$ cat config.mk
export PLATFORM = sky130hd
export DESIGN_NAME = serial_adder
export DESIGN_NICKNAME = d
export VERILOG_FILES = /design/src/rtl/arith_pkg.sv /design/src/rtl/full_adder.sv /design/src/rtl/serial_adder.sv
export SDC_FILE = /design/constraint.sdc
export NUM_CORES = 1
export LEC_CHECK = 0
export CAP_MARGIN = 20
export CELL_PAD_IN_SITES_DETAIL_PLACEMENT = 1
export CELL_PAD_IN_SITES_GLOBAL_PLACEMENT = 1
export CORE_MARGIN = 2
export CORE_UTILIZATION = 45
export DETAILED_ROUTE_END_ITERATION = 6
export DONT_BUFFER_PORTS = 1
export GPL_TIMING_DRIVEN = 0
export PLACE_DENSITY = 0.73
export SETUP_SLACK_MARGIN = 0.4
export SYNTH_ARGS = -nofsm -noshare
export SYNTH_HDL_FRONTEND = slang
export SYNTH_SLANG_ARGS = --single-unit
$ cat constraint.sdc
create_clock -name clk -period 1.6 [get_ports clk]
set_input_delay 0.16 -clock clk [delete_from_list [all_inputs] [get_ports clk]]
set_output_delay 0.16 -clock clk [all_outputs]
set_load 0.05 [all_outputs]
$ cat src/rtl/arith_pkg.sv
// Shared arithmetic definitions for the bit-serial adder/subtractor family.
package arith_pkg;

  localparam int ARITH_W = 8;

  typedef enum logic [1:0] {
    ST_IDLE  = 2'd0,
    ST_SHIFT = 2'd1,
    ST_DONE  = 2'd2
  } state_t;

endpackage

$ cat src/rtl/full_adder.sv
// One-bit full adder cell; the addition dual of full_subtractor.
module full_adder (
  input  logic a,
  input  logic b,
  input  logic cin,
  output logic s,
  output logic cout
);

  assign s    = a ^ b ^ cin;
  assign cout = (a & b) | (cin & (a ^ b));

endmodule

$ cat src/rtl/serial_adder.sv
// Bit-serial WIDTH-bit adder with carry-in: one bit per clock, LSB first,
// through a single full-adder cell, with valid/ready handshakes on both sides.
module serial_adder
  import arith_pkg::*;
#(
  parameter int WIDTH = ARITH_W
) (
  input  logic             clk,
  input  logic             rst_n,
  input  logic             in_valid,
  output logic             in_ready,
  input  logic [WIDTH-1:0] a,
  input  logic [WIDTH-1:0] b,
  input  logic             cin,
  output logic             out_valid,
  input  logic             out_ready,
  output logic [WIDTH-1:0] sum,
  output logic             cout,
  output logic             ovf
);

  localparam int CNT_W = (WIDTH > 1) ? $clog2(WIDTH) : 1;
  localparam logic [CNT_W-1:0] CNT_MSB_M1 = CNT_W'(WIDTH - 2);
  localparam logic [CNT_W-1:0] CNT_LAST   = CNT_W'(WIDTH - 1);

  state_t           state_q, state_d;
  logic [CNT_W-1:0] cnt_q, cnt_d;
  logic [WIDTH-1:0] a_q, a_d;
  logic [WIDTH-1:0] b_q, b_d;
  logic [WIDTH-1:0] res_q, res_d;
  logic             carry_q, carry_d;
  logic             cmsb_q, cmsb_d;
  logic [WIDTH-1:0] sum_q, sum_d;
  logic             cout_q, cout_d;
  logic             ovf_q, ovf_d;

  logic fa_s;
  logic fa_c;

  full_adder u_fa (
    .a    (a_q[0]),
    .b    (b_q[0]),
    .cin  (carry_q),
    .s    (fa_s),
    .cout (fa_c)
  );

  always_ff @(posedge clk or negedge rst_n) begin
    if (!rst_n) begin
      state_q <= ST_IDLE;
      cnt_q   <= '0;
      a_q     <= '0;
      b_q     <= '0;
      res_q   <= '0;
      carry_q <= 1'b0;
      cmsb_q  <= 1'b0;
      sum_q   <= '0;
      cout_q  <= 1'b0;
      ovf_q   <= 1'b0;
    end else begin
      state_q <= state_d;
      cnt_q   <= cnt_d;
      a_q     <= a_d;
      b_q     <= b_d;
      res_q   <= res_d;
      carry_q <= carry_d;
      cmsb_q  <= cmsb_d;
      sum_q   <= sum_d;
      cout_q  <= cout_d;
      ovf_q   <= ovf_d;
    end
  end

  // in_valid is only looked at in IDLE, so an unknown value elsewhere cannot leak into state.
  always_comb begin
    state_d = state_q;
    cnt_d   = cnt_q;
    a_d     = a_q;
    b_d     = b_q;
    res_d   = res_q;
    carry_d = carry_q;
    cmsb_d  = cmsb_q;
    sum_d   = sum_q;
    cout_d  = cout_q;
    ovf_d   = ovf_q;

    case (state_q)
      ST_IDLE: begin
        if (in_valid) begin
          a_d     = a;
          b_d     = b;
          carry_d = cin;
          cnt_d   = '0;
          state_d = ST_SHIFT;
        end
      end
      ST_SHIFT: begin
        a_d     = a_q >> 1;
        b_d     = b_q >> 1;
        res_d   = {fa_s, res_q[WIDTH-1:1]};
        carry_d = fa_c;
        if (cnt_q == CNT_MSB_M1) begin
          cmsb_d = fa_c;
        end
        // Counter saturates at the last bit; the final edge commits the result.
        if (cnt_q == CNT_LAST) begin
          sum_d   = {fa_s, res_q[WIDTH-1:1]};
          cout_d  = fa_c;
          ovf_d   = cmsb_q ^ fa_c;
          state_d = ST_DONE;
        end else begin
          cnt_d = cnt_q + 1'b1;
        end
      end
      ST_DONE: begin
        if (out_ready) begin
          state_d = ST_IDLE;
        end
      end
      default: begin
        state_d = ST_IDLE;
      end
    endcase
  end

  assign in_ready  = (state_q == ST_IDLE);
  assign out_valid = (state_q == ST_DONE);
  assign sum       = sum_q;
  assign cout      = cout_q;
  assign ovf       = ovf_q;

endmodule
==> results.toml <==
[yosys]
ys.warnings.count = 0
synthAdderAreaFrac_pct = 3.03
synth_enable_flop_cells = 0
yosysTopAreaCellShare_pct = 52.7
synthCells = 145
synthXorXnorAreaFrac_pct = 0.461
synth-simple-area-share_pct = 15.3
async_flop_share_pct = 100
ys_ff_latch = 40
yosysTopAreaCell = "dfrtp_1"
synthFlopType = "dfrtp_1"
synthMuxAreaShare_pct = 11.1
yosysSeqAreaShare_pct = 52.7
syn_area_mm2 = 0.00190
synth.distinct_cells = 31
synth_top_family_by_area = "simple AND/OR/NAND/NOR gates"
synth_compound_area_share_pct = 11.5
synth.avg_cell_area_um2 = 13.1
ys_top_cells_by_area = "dfrtp_1 53%, mux2_2 9.5%, o221a_2 5.3%"
synth_nets = 170

[setup_path]
crit_type = "reg2reg"
crit_fanout = 3
crit_cells = 5
crit_slowest_cell = "or4b_4"
cpPeakStageDelay_ns = 0.49
end_kind = "flop"
arrival_ns = 1.85
crit_required_ns = 1.81
reg2reg_depth = 5
crit_family = "simple AND/OR/NAND/NOR gates"
path_cells = "ha_2, ha_4, buf_6, or4b_4, o211ai_1"
critPathBufInv = 1
worstSetupStartpointType = "flop"

[timing]
finalCritPeriodShare_pct = 102
setup_tns_ns = -0.0737
worstMarginPinSlew_ns = 0.509
drv_slew = 0
fin_hold_ws_ns = 0.00933
slew_headroom_pct = 66.1
fin_ws_ns = -0.0326
post-route-min-period_ns = 1.63
finalHoldViolCount = 0
rsz0062_at_grt = "true"
fin_skew_ns = 0.00802
fmax_mhz = 613
setup_viol = 6

[placed_design]
post_dp_cell_area_mm2 = 0.00202
dpl.hpwl_um = 2860
gp_congestion = 0.728
port_buffers = 0
placed_cells = 195
pre_cts_slack_ns = 0.0374

[final_layout]
diodes = 0
regArea_mm2 = 0.00100
syn2layout_area_growth_pct = 57.5
final-instance-count-excl-fill = 237
multiInputGateArea_mm2 = 0.00119
fin_nets = 211
n_fill_cell = 338
design_area_mm2 = 0.00299
final_cell_mix = "38 x dfrtp_1, 19 x buf_6, 18 x mux2_4"
drive_gt1_share_pct = 64.2
layout_commonest_cell = "dfrtp_1"

[cts]
cts_tree = "yes"
clkSinkCount = 40
htreeDepth = 2
root_buffer = "clkbuf_8"
path_clk_slew_ns = 0.09
clock_latency_ns = 0.31
clock_path_buffers = 2
cts_buffers = 5

[drt]
via_per_inst = 6.04
wire_per_inst_um = 28.9
drc_errors = 0
ant_nets = 0
drt-pass1-iter-count = 4
vias = 1431
dr.first_iter.drc_count = 70
routed_wl_um = 6840

[global_route]
grt_pass1_wl_um = 8160
grt_max_degree = 41
grt_overflow_total = 0
grt_use_total_pct = 24.9
first_global_vias = 1499
grt_antenna_before_repair = 0

[power_and_ir_drop]
leakage_nw = 1.33
ir_drop_mv = 1.22
powerDensity_mw_per_mm2 = 2220

[floorplan]
start_util_pct = 47.1
die_h_um = 68.9
row_count = 23
die_area_mm2 = 0.00475
die_w_um = 68.9
top_level_ports = 33
coreArea_mm2 = 0.00403

[hold_path]
hp-class = "in2reg"
min_path_cells = 1

[run_status]
outcome = "complete, but fails checks"
violations = "negative setup slack"

[job]
maxCapViolCount = 0
routing by layer:
layer	part of all wire, %	vias to the layer above	global-route usage, %	routed length, µm
met5	0	-	0	0
met4	2.2	0	8.58	149
met3	3.1	12	6.66	215
met2	55	39	43.6	3730
met1	40	752	29.3	2750
li1	-	628	-	-
through the flow:
step           utilization (%)  power (mW)
6_report                  74.2        6.63
5_1_grt                   74.2        6.89
4_1_cts                   67.6        5.79
3_5_place_dp              50.0        3.91
3_3_place_gp              50.0        3.80
2_1_floorplan                -        3.52
report_power, final:
group / switching [mW] / total [mW] / internal, mW / leakage (nW)
Clock: 0.423 / 0.894 / 0.470 / 0.0548
Sequential: 0.903 / 2.39 / 1.49 / 0.472
Combinational: 1.38 / 3.34 / 1.96 / 0.802
what timing repair did:
action / 4_1_cts / 5_1_grt
endpoints found under the setup margin: 42 / 42
gates resized for setup: 79 / 34
gates cloned: 4 / 1
pin swaps: 16 / 13
hold buffers: 3 / 0
buffers inserted: 17 / 9
hold endpoints to repair: 41 / 0
synthesized netlist by cell type, types with 2 or more instances:
master / number
clkbuf_1: 4
mux2_2: 16
nand2b_1: 5
mux2_4: 2
nor4b_1: 6
ha_1: 3
inv_1: 10
dfrtp_1: 40
o221a_2: 9
a211oi_1: 6
buf_2: 4
buf_6: 3
nand3_1: 3
or4b_1: 10
nor3b_1: 7
o221ai_1: 2
state kept, by name (all words and copies together), names as in the netlist:
| signal | cells |
|---|---|
| sum | 8 |
| carry_q | 1 |
| a_q | 8 |
| state_q | 2 |
| cnt_q | 3 |
| b_q | 8 |
| cmsb_q | 1 |
| res_q | 7 |
| cout | 1 |
| ovf | 1 |
final timing paths:
kind / from / end / slack [ns]
setup / recovery: cnt_q[0] / cnt_q[0] / -0.03
hold / removal: b[7] / b_q[7] / 0.009
setup reg to reg: cnt_q[0] / cnt_q[0] / -0.03
hold reg to reg: b_q[7] / b_q[7] / 0.51
max in group asynchronous: rst_n / state_q[0] / 1.08
min in group asynchronous: rst_n / sum[0] / 0.31
area by class of cell:
cell class	count	area share, %
clock inverter	3	1.55
sequential	40	33.6
clock buffer	5	2.30
multi-input combinational	83	39.7
buffer	12	5.36
timing repair buffer	34	14.1
inverter	10	1.38
tap	50	2.09
cell families after synthesis:
group | count (synthesis)
DFF | 40
xor gates and xnor gates | 1
adders and majority gates | 4
muxes | 18
buffers and inverters | 22
AOI/OAI and AO/OA | 24
and+or+nand+nor | 36
Note: power is estimated with default switching activity, not from simulation.
